==> config.mk <==
export PLATFORM = sky130hd
export DESIGN_NAME = sram_port_arbiter
export DESIGN_NICKNAME = d
export VERILOG_FILES = /design/src/rtl/sram_port_arbiter.sv
export SDC_FILE = /design/constraint.sdc
export NUM_CORES = 1
export LEC_CHECK = 0
export CORE_MARGIN = 10
export CORE_UTILIZATION = 45
export CTS_BUF_LIST = sky130_fd_sc_hd__clkbuf_16
export CTS_CLUSTER_SIZE = 24
export DETAILED_ROUTE_END_ITERATION = 8
export GPL_TIMING_DRIVEN = 0
export PLACE_DENSITY = 0.86
export SETUP_SLACK_MARGIN = 0.02
export SLEW_MARGIN = 15
export SYNTH_ARGS = -nofsm -noshare
export SYNTH_HDL_FRONTEND = slang
export SYNTH_SLANG_ARGS = --single-unit
==> constraint.sdc <==
create_clock -name clk -period 4.6 [get_ports clk]
set_input_delay 0.69 -clock clk [delete_from_list [all_inputs] [get_ports clk]]
set_output_delay 0.69 -clock clk [all_outputs]
set_load 0.02 [all_outputs]
==> src/rtl/sram_port_arbiter.sv <==
// Shares one SRAM controller between the MEM-stage data port (D) and the IF-stage
// instruction port (I): fixed D priority with a starvation guard, one command in flight.
module sram_port_arbiter #(
    parameter int ADDR_W       = 32,
    parameter int DATA_W       = 32,
    parameter int LINE_W       = 64,
    parameter int STARVE_LIMIT = 4
) (
    input  logic              clk,
    input  logic              rst,
    input  logic              d_req_rd,
    input  logic              d_req_wr,
    input  logic [ADDR_W-1:0] d_addr,
    input  logic [DATA_W-1:0] d_wdata,
    output logic [LINE_W-1:0] d_rdata,
    output logic              d_ready,
    input  logic              i_req,
    input  logic [ADDR_W-1:0] i_addr,
    output logic [LINE_W-1:0] i_rdata,
    output logic              i_ready,
    output logic              mem_read,
    output logic              mem_write,
    output logic [ADDR_W-1:0] mem_addr,
    output logic [DATA_W-1:0] mem_wdata,
    input  logic [LINE_W-1:0] mem_rdata,
    input  logic              mem_done
);

    typedef enum logic [2:0] {IDLE, BUSY_D, BUSY_I, RESP_D, RESP_I} state_t;

    localparam logic [3:0] LIMIT = 4'(STARVE_LIMIT);

    state_t     state_reg;
    logic [3:0] starve_reg;
    logic       d_pend;
    logic       grant_d;
    logic       grant_i;

    assign d_pend  = d_req_rd | d_req_wr;
    assign d_ready = ~d_pend | (state_reg == RESP_D);
    assign i_ready = ~i_req  | (state_reg == RESP_I);

    // The counter only increments while below LIMIT, so it saturates without wrapping.
    always_comb begin
        grant_d = 1'b0;
        grant_i = 1'b0;
        if (state_reg == IDLE) begin
            if (d_pend && i_req) begin
                if (starve_reg < LIMIT) grant_d = 1'b1;
                else                    grant_i = 1'b1;
            end else if (d_pend) begin
                grant_d = 1'b1;
            end else if (i_req) begin
                grant_i = 1'b1;
            end
        end
    end

    always_ff @(posedge clk or negedge rst) begin
        if (!rst) begin
            state_reg  <= IDLE;
            starve_reg <= '0;
            mem_read   <= 1'b0;
            mem_write  <= 1'b0;
            mem_addr   <= '0;
            mem_wdata  <= '0;
            d_rdata    <= '0;
            i_rdata    <= '0;
        end else begin
            case (state_reg)
                IDLE: begin
                    if (grant_d) begin
                        mem_addr   <= d_addr;
                        mem_wdata  <= d_wdata;
                        mem_write  <= d_req_wr;
                        mem_read   <= ~d_req_wr;
                        starve_reg <= i_req ? starve_reg + 4'd1 : 4'd0;
                        state_reg  <= BUSY_D;
                    end else if (grant_i) begin
                        mem_addr   <= i_addr;
                        mem_read   <= 1'b1;
                        mem_write  <= 1'b0;
                        starve_reg <= 4'd0;
                        state_reg  <= BUSY_I;
                    end
                end
                BUSY_D: begin
                    if (mem_done) begin
                        if (mem_read) d_rdata <= mem_rdata;
                        mem_read  <= 1'b0;
                        mem_write <= 1'b0;
                        state_reg <= RESP_D;
                    end
                end
                BUSY_I: begin
                    if (mem_done) begin
                        i_rdata   <= mem_rdata;
                        mem_read  <= 1'b0;
                        mem_write <= 1'b0;
                        state_reg <= RESP_I;
                    end
                end
                RESP_D, RESP_I: state_reg <= IDLE;
                default: state_reg <= IDLE;
            endcase
        end
    end

endmodule
# [After elaboration in Yosys (flattened, before gate mapping)]
# Cells that the tools add are included.
[totals] output_inout_bits=196 regBits=201 input_bits=166
[classes] eq_ne=8 magnitude_cmp=1 n_reduce_logical=11 n_addsub=1 n_bitwise=6 mux=26
[ops] op="2-to-1 mux 32 bit" count=2
[ops] op="2-to-1 mux 1 bit" count=14
[ops] op="2-to-1 mux 3 bit" count=4
[ops] op="2-to-1 mux 4 bit" count=3
[ops] op="one-hot mux 3 bit (3 select lines)" count=1
[ops] op="AND reduction 3 bit" count=3
[ops] op="== test 3 x 2 -> 1 bit, second input constant" count=2
[ops] op="AND reduction 2 bit" count=3
[ops] op="adder 4 x 1 -> 4 bit, second input constant" count=1
[ops] op="less-than comparator 4 x 3 -> 1 bit, second input constant" count=1
[ops] op="!= test 2 bit, second input constant" count=2
[ops] op="one-hot mux 1 bit (2 select lines)" count=2
[ops] op="nonzero test 2 bit" count=2
[ops] op="== test 3 x 1 -> 1 bit, second input constant" count=1
[ops] op="== test 3 bit, second input constant" count=1
[ops] op="logical NOT 3 bit" count=1
[ops] op="!= test 3 bit, second input constant" count=1
[ops] op="NOT 1 bit" count=3
[ops] op="bitwise OR 1 bit" count=3
[ops] op="!= test 2 x 1 -> 1 bit, second input constant" count=1
[ops] op="OR reduction 2 bit" count=1
[ops] op="logical AND 1 bit" count=1

# [Logic depth before layout (Yosys ltp)]
[depth] depth_word=7 mapped_depth=6 mapped_depth_nobuf=3

# [Worst setup path after synthesis]
# Ideal clock, no wire load.
[synth_timing] path_kind="input to output" startpoint="input d_req_rd" endpoint="output d_ready" required_ps=3910 arrival_time_ps=1407 cell_stages=4 path_buffers=2 setup_slack_ps=2503 path_cell_list="or2_0 > buf_2 > clkbuf_1 > nand2_1"
[synth_between] elab_chain_cells=3
[synth_lines] element="start: declaration" line_no="11" source="input logic d_req_rd,"
[synth_lines] element="bitwise OR 1 bit" line_no="39" source="assign d_pend = d_req_rd | d_req_wr;"
[synth_lines] element="NOT 1 bit" line_no="40" source="assign d_ready = ~d_pend | (state_reg == RESP_D);"
[synth_lines] element="bitwise OR 1 bit" line_no="40"
[synth_lines] element="end: declaration" line_no="16" source="output logic d_ready,"
# Every way passes these cells.

# [Worst setup path in the final report]
[layout_timing] startpoint="input d_req_wr" endpoint="output d_ready"
[layout_between] elab_chain_cells=3
[layout_lines] element="start: declaration" line_no="12" source="input logic d_req_wr,"
[layout_lines] element="bitwise OR 1 bit" line_no="39"
[layout_lines] element="NOT 1 bit" line_no="40"
[layout_lines] element="bitwise OR 1 bit" line_no="40"
# Every way passes these cells.

==> metrics.cfg <==
[synth]
synth-edff-count = 0
synthTopCellsByArea = dfrtp_1 63%, mux2_2 19%, mux2_1 3.7%, a31oi_1 2.5%, a21oi_1 2.1%
synth_area_per_cell_um2 = 14.2
yosys.area_share.simple = 0.0357
synthArstFlopShare = 1.00
synth_compound_area_frac = 0.0756
synth.top_cell.area_share = 0.629
netlist_area_um2 = 8000
yosysSeqAreaShare = 0.629
synth_cell_type_count = 30
synthCells = 563
yosys_warnings = 0
synth_xor_xnor_area_share = 0.00110
synthAdderAreaFrac = 0.00156
synth_top_family_by_area = multiplexers
ys.flop_type = dfrtp_1
muxShareOfSynthArea = 0.227
synth_largest_area_cell = dfrtp_1
synth_fp_nets = 730
synth-seq-cells = 201

[power_and_ir_drop]
clkPwrFrac = 0.175
combPwrFrac = 0.500
netSwitchingFraction = 0.367
ir_worst_vdd_v = 0.000519
p_leak_nw = 5.26
intPower_w = 0.00613
p_switching_w = 0.00355
p_seq_frac = 0.326
power.density_nw_per_um2 = 768

[clocking]
htreeDepth = 1
cts_buffers = 22
cts_root_buf = clkbuf_16
path_clk_slew_ns = 0.06
cts_tree = built
clock_sinks = 201
cts_hold_buf = 0
cts_resized = 0
post_cts_buffers = 0
cts_buffer_depth = 3
insertion_delay_ns = 0.49

[routing]
detail_route.iter0.violations = 330
wl_um = 26900
wl_per_cell_um = 22.6
ant_nets = 0
firstDrtPassIters = 5
via_per_inst = 5.31
vias = 6324
drc_errors = 0

[timing]
rsz0062_at_grt = false
slew_violations = 0
layout_setup_ws_ns = 1.32
hold_viol_final = 0
worst_slew_pin_slew_ns = 0.748
max_slew_margin = 0.501
finalSetupViolCount = 0
finalSetupTns_ns = 0
fin_crit_sh = 0.712
fin_crit_ns = 3.28
clock.fmax_mhz = 305
skew_ns = 0.00700
hold_slack_ns = 0.202

[layout]
final_common_cell = clkdlybuf4s50_1
drive_gt1_frac = 0.200
multi_input_area_um2 = 2720
regArea_um2 = 5030
n_antenna_cell = 0
fin_nets = 1116
area_delta_synth_final_pct = 57.8
num-fill-cells = 1190
most-common-layout-cells = 360 x clkdlybuf4s50_1, 201 x dfrtp_1, 135 x mux2_2
final_util = 0.727
top_regs = d_rdata (64), i_rdata (64)
stdcell_area_um2 = 12600

[grt]
grt_max_degree = 106
grt_overflow_total = 0
grt_usage = 0.221
grt_antenna_before_repair = 0
grt_pass1_wl_um = 41500
grt_pass1_vias = 6864

[placement]
gp_congestion = 0.896
dp_hpwl_um = 20400
dpl_cell_area_um2 = 11900
numPortBuffers = 361
post-place-ws_ns = 1.32

[floorplan]
chipWidth_um = 153
die_area_um2 = 23500
die_y_um = 153
ios = 362
start_util = 0.461
rows = 48
core_um2 = 17400

[job]
drv_cap = 0

[setup_path]
crit_type = primary input to output pin
setup.worst_path.end_class = output pin
startpoint = d_req_wr
crit_path_max_fanout = 10
setup.worst_path.start_class = primary input
reg2reg_depth = 5
r2r_start = starve_reg[2]
cp.arrival_ns = 2.59
required_ns = 3.91

[status]
status = finished clean

[hold_path]
hold_path.class = primary input to asynchronous set/reset pin

critical path, stage by stage:
cell,delay [ns]
clkdlybuf4s50_1,0.53
or2_0,0.12
buf_2,0.17
clkbuf_1,0.37
nand2_1,0.09
clkdlybuf4s50_1,0.61
path summary, 6_finish.rpt:
kind / to / slack [ns]
max in group asynchronous: d_rdata[21] / 3.44
worst max register to register: mem_wdata[16] / 2.61
worst min register to register: mem_wdata[23] / 0.48
min in group clk: mem_wdata[23] / 0.48
worst max-delay path: d_ready / 1.32
worst min-delay path: mem_wdata[30] / 0.20
layout make-up:
type	count	area share
Clock inverter	17	0.00971
Sequential cell	201	0.398
Multi-Input combinational cell	321	0.216
Clock buffer	23	0.0456
Buffer	41	0.0192
Timing Repair Buffer	362	0.289
Tap cell	225	0.0223
power by group through the flow:
| stage | Clock (W) | Sequential (W) | Combinational (W) |
|---|---|---|---|
| 4_1_cts | 0.00173 | 0.00315 | 0.00491 |
| 6_report | 0.00169 | 0.00315 | 0.00484 |
| 3_3_place_gp | 0 | 0.00312 | 0.00481 |
| 3_5_place_dp | 0 | 0.00317 | 0.00488 |
| 2_1_floorplan | 0 | 0.00420 | 0.00133 |
| 5_1_grt | 0.00180 | 0.00327 | 0.00512 |
metal layers:
layer  track usage  routed length (um)  up-vias
li1              -                   -     2830
met1         0.241                9740     3133
met2         0.389               13600      313
met3        0.0864                2740       48
met4        0.0618                 808        0
met5             0                   0        -
metrics by stage:
step                      instances  total power (W)
final                          1190          0.00969
after CTS                      1190          0.00979
after global placement         1149          0.00792
after floorplan                 563          0.00553
after global routing           1190           0.0102
after detailed placement       1150          0.00805
synthesized netlist by cell type (4+ instances only):
| library cell | instances |
|---|---|
| clkbuf_1 | 19 |
| nand3_1 | 33 |
| a21oi_1 | 33 |
| mux2_2 | 135 |
| buf_6 | 7 |
| nand2_1 | 4 |
| mux2_1 | 26 |
| a31oi_1 | 32 |
| buf_2 | 8 |
| buf_4 | 7 |
| dfrtp_1 | 201 |
| o21ai_0 | 33 |
logic make-up (layout without fill, tap and decap cells):
logic type / count (synthesis) / after routing
flops: 201 / 201
mux: 161 / 161
compound gates: 107 / 107
simple gates: 51 / 51
buf+inv: 41 / 443
fa+ha+maj: 1 / 1
xor+xnor: 1 / 1
Power figures use the tool's default switching activity.
==> patch 1 (same flow settings) <==
Make the reset (`rst`) synchronous in one clocked block.
--- a/src/rtl/sram_port_arbiter.sv
+++ b/src/rtl/sram_port_arbiter.sv
@@ -56,7 +56,7 @@
         end
     end
 
-    always_ff @(posedge clk or negedge rst) begin
+    always_ff @(posedge clk) begin
         if (!rst) begin
             state_reg  <= IDLE;
             starve_reg <= '0;
Behaviour: differs if rst is asserted again (counterexample within 4 cycles, from zero or initial values and one cycle with rst low); with rst held inactive, the same outputs for 4 cycles.
==> patch 1 against the unedited design <==
Sequential share of layout area shrank 7.2 points. Sequential cell count unchanged. Utilization fell by 1.2 points. Wire length grew 18%. Final area shrank 2.3%. Critical path depth did not move. Setup slack worse by 0.28 ns. Final cell count is 32% higher. Area after synthesis decreased by 1.6%. Largest cell class unchanged.
Power is not compared: it rests on default switching activity, and its combinational part moved more than twofold at a synthesized area within 25%.
==> patch 1: results (changes against the unedited design) <==
| Metric | Value |
|---|---|
| Outcome | finished clean |
| Share of cells above drive strength 1 | 3.64% (-16 points) |
| Critical register-to-register path endpoint | i_rdata[23]$_SDFFE_PN0P_ |
| Dominant cells by area after synthesis | dfxtp_1 (51%), a21oi_1 (10%), nand2_1 (9.4%) |
| Cells after DPL | 1541 (+34%) |
| Crit path DAT | 2.86 ns (+0.27 ns) |
| DR pass1 iterations | 8 (+3) |
| CP max FO | 10 (unchanged) |
| HP Class | flip-flop to flip-flop |
| Adder-cell share of the synthesized area | 0.159% (+0.0025 points) |
| RD Place Congestion | 0.835 (-6.7%) |
| Final period util | 77.2% (+6.0 points) |
| Met1 Use GR | 27.2% (+3.1 points) |
| Fraction of met3 tracks used by global routing | 8.52% (-0.12 points) |
| R2r setup slk | 2.55 ns (-0.06 ns) |
| Peak VDD IR | 267 µV |
| First-pass GRT wire length | 48200 µm (+16%) |
| DP HPWL | 24300 µm (+19%) |
| Pin count of the biggest net entering global routing | 14 (-87%) |
| WL final | 31800 µm (+18%) |
| Worst-Margin Slew | 0.782 ns (+0.0342 ns) |
| CTS buffer count | 21 (-4.5%) |
| Drt via density | 5.49 (+3.3%) |
| Met2 wire length | 15700 µm (+16%) |
| M1 WL | 11700 µm (+20%) |
| Filler cell count | 1388 (+17%) |
| Initial DRC Count | 564 (+71%) |
| Antenna violations before repair | 1 (+1) |
| Detailed-route via count | 8644 (+37%) |
| Worst setup path end | d_ready |
| CP peak stage delay | 0.59 ns (-0.02 ns) |
| Met3 wire length | 3160 µm (+16%) |
| Unique masters post-synth | 41 (+37%) |
| DP Worst Slack | 1.05 ns (-0.263 ns) |
| Post-synthesis sequential area ratio | 51.1% (-12 points) |
| Setup Skew | 0.00871 ns (+0.00171 ns) |
| Gate Count Post-Synth | 957 (+70%) |
| Met2 usage | 44.2% (+5.2 points) |
| Ys async rst share | 0% (-100 points) |
| Syn Nets | 1124 (+54%) |
| Leakage | 4.29 nW |
| Reg2Reg Depth | 6 (+1) |
| Synth Area in Compound Gates | 21.0% (+13 points) |
| Starting density of the core | 45.7% (-0.40 points) |
| Commonest cells post-synth | dfxtp_1 (201), nand2_1 (198), a21oi_1 (163) |
| Xor/xnor share of the synthesized area | 0.111% (+0.0017 points) |
| Post-layout instance area | 12300 µm² (-2.3%) |
| Number of port buffers | 359 (-0.55%) |
| Hold Slack | 0.452 ns (+0.250 ns) |
| Worst flop-to-flop path startpoint | state_reg[0]$_SDFFE_PN0P_ |
| Mux cell area share after synthesis | 4.07% (-19 points) |
| GRT Total Usage | 25.2% (+3.1 points) |
| Hold Crit Start | i_rdata[28]$_SDFFE_PN0P_ |
patch 1: cell count changes in the layout (fill, tap and decap cells not counted), sizes merged, moves of 3 or more:
| cell | delta |
|---|---|
| o21ai | +65 |
| mux2i | +32 |
| nand3 | +64 |
| dfrtp | -201 |
| a21oi | +130 |
| dfxtp | +201 |
| nand2 | +193 |
| mux2 | -161 |
| a22o | -3 |
| a311oi | +32 |
| clkbuf | +53 |
| a31oi | -31 |
patch 1: report_power, final:
part | switching [mW] | total [mW] | internal, mW
registers | 0.0532 | 1.89 | 1.84
logic | 0.465 | 0.865 | 0.399
clock network | 0.680 | 1.50 | 0.822
patch 1: area by class of cell:
type	instances	share of cell area (%)
Buffer	99	3.48
Clock buffer	21	4.26
Multi-Input combinational cell	655	27.7
Sequential cell	201	32.6
Antenna cell	1	0.0203
Inverter	2	0.0609
Clock inverter	11	0.426
Timing Repair Buffer	359	29.2
Tap cell	225	2.28
==> patch 2 (config.mk and constraints unchanged) <==
Made on the original files. Change the parameter `ADDR_W` from 32 to 64.
--- a/src/rtl/sram_port_arbiter.sv
+++ b/src/rtl/sram_port_arbiter.sv
@@ -1,7 +1,7 @@
 // Shares one SRAM controller between the MEM-stage data port (D) and the IF-stage
 // instruction port (I): fixed D priority with a starvation guard, one command in flight.
 module sram_port_arbiter #(
-    parameter int ADDR_W       = 32,
+    parameter int ADDR_W       = 64,
     parameter int DATA_W       = 32,
     parameter int LINE_W       = 64,
     parameter int STARVE_LIMIT = 4
Ports: changed (resized d_addr, i_addr and mem_addr); port bits go from 362 to 458. The function was not compared with the original's and may differ.
==> patch 2 against the unedited design <==
Global-route usage is 3.8 points higher. Final area is 25% higher. Final cell count is 30% higher. Area after synthesis is 24% higher. Power is 23% higher. Clock skew is 0.0040 ns higher. Setup slack worse by 0.28 ns. Critical path depth is 1 higher. First-iteration DRC count is 77% higher. Wire length is 44% higher. Sequential cell count is 32 higher. Critical path type unchanged.
==> patch 2: results (changes against the unedited design) <==
| Metric | Value |
|---|---|
| Outcome | finished clean |
| Gate Count Post-Synth | 754 (+34%) |
| Vias in the first global route | 8971 (+31%) |
| CTS buffer count | 26 (+18%) |
| Met2 wire length | 20100 µm (+48%) |
| DR pass1 iterations | 4 (-1) |
| Filler cell count | 1438 (+21%) |
| First-pass GRT wire length | 57200 µm (+38%) |
| GRT Total Usage | 25.9% (+3.8 points) |
| Syn Nets | 985 (+35%) |
| Peak VDD IR | 336 µV (-35%) |
| Initial DRC Count | 583 (+77%) |
| Met3 wire length | 4050 µm (+48%) |
| Number of port buffers | 457 (+27%) |
| Biggest regs | d_rdata: 64 flops, i_rdata: 64 flops, mem_addr: 64 flops |
| Fraction of met3 tracks used by global routing | 10.2% (+1.5 points) |
| Antenna violations before repair | 2 (+2) |
| M1 WL | 13200 µm (+36%) |
| Detailed-route via count | 8438 (+33%) |
| Pin count of the biggest net entering global routing | 90 (-15%) |
| Clock Latency Late Sink | 0.52 ns (+0.03 ns) |
| Final WS setup | 1.05 ns (-0.277 ns) |
| Pint | 7.41 mW (+21%) |
| Commonest cells post-synth | dfrtp_1 (233), mux2_2 (86), mux2_4 (75) |
| Nets | 1472 (+32%) |
| RD Place Congestion | 0.868 (-3.1%) |
| Share of cells above drive strength 1 | 19.2% (-0.81 points) |
| Crit path DAT | 2.86 ns (+0.27 ns) |
| Post-synthesis sequential area ratio | 58.9% (-4.0 points) |
| Fin cells | 1543 (+30%) |
-- patch 2: cell types whose count changed after synthesis, sizes merged, moves of 14 or more --
| cell | change |
|---|---|
| a21oi | +33 |
| a31oi | +33 |
| dfrtp | +32 |
| nand3 | +32 |
| o21ai | +32 |
| buf | +14 |
| clkbuf | +14 |
-- patch 2: worst min-delay path by stage --
stage	cells past startpoint	slack [ns]	to
floorplan	0	0.39	d_rdata[0]$_DFFE_PN0P_
global placement	1	0.48	starve_reg[1]$_DFFE_PN0P_
detailed placement	1	0.49	i_rdata[57]$_DFFE_PN0P_
CTS	1	0.11	i_rdata[40]$_DFFE_PN0P_
global route	1	0.11	i_rdata[40]$_DFFE_PN0P_
finish	1	0.1	i_rdata[40]$_DFFE_PN0P_
-- patch 2: area by class of cell --
cell class	instances	area (µm²)	share of cell area [%]
Tap cell	280	350	2.22
Buffer	69	370	2.35
Timing Repair Buffer	459	4630	29.4
Multi-Input combinational cell	452	3690	23.5
Sequential cell	233	5830	37.0
Clock inverter	21	185	1.18
Clock buffer	27	676	4.29
Antenna cell	2	5.00	0.0318
-- patch 2: logic make-up after synthesis --
family,after synthesis,synth area share (%)
compound gates,204,11.4
xor+xnor,2,0.177
fa+ha+maj,1,0.126
buf+inv,69,3.74
flops,233,58.9
mux,161,21.2
simple gates,84,4.49
-- patch 2: power by group through the flow --
stage / sequential, mW / clock (mW) / combinational (mW)
2_1_floorplan: 4.85 / 0 / 1.86
3_3_place_gp: 3.61 / 0 / 5.99
3_5_place_dp: 3.70 / 0 / 6.11
4_1_cts: 3.70 / 2.11 / 6.18
5_1_grt: 3.81 / 2.20 / 6.42
6_report: 3.71 / 2.09 / 6.12
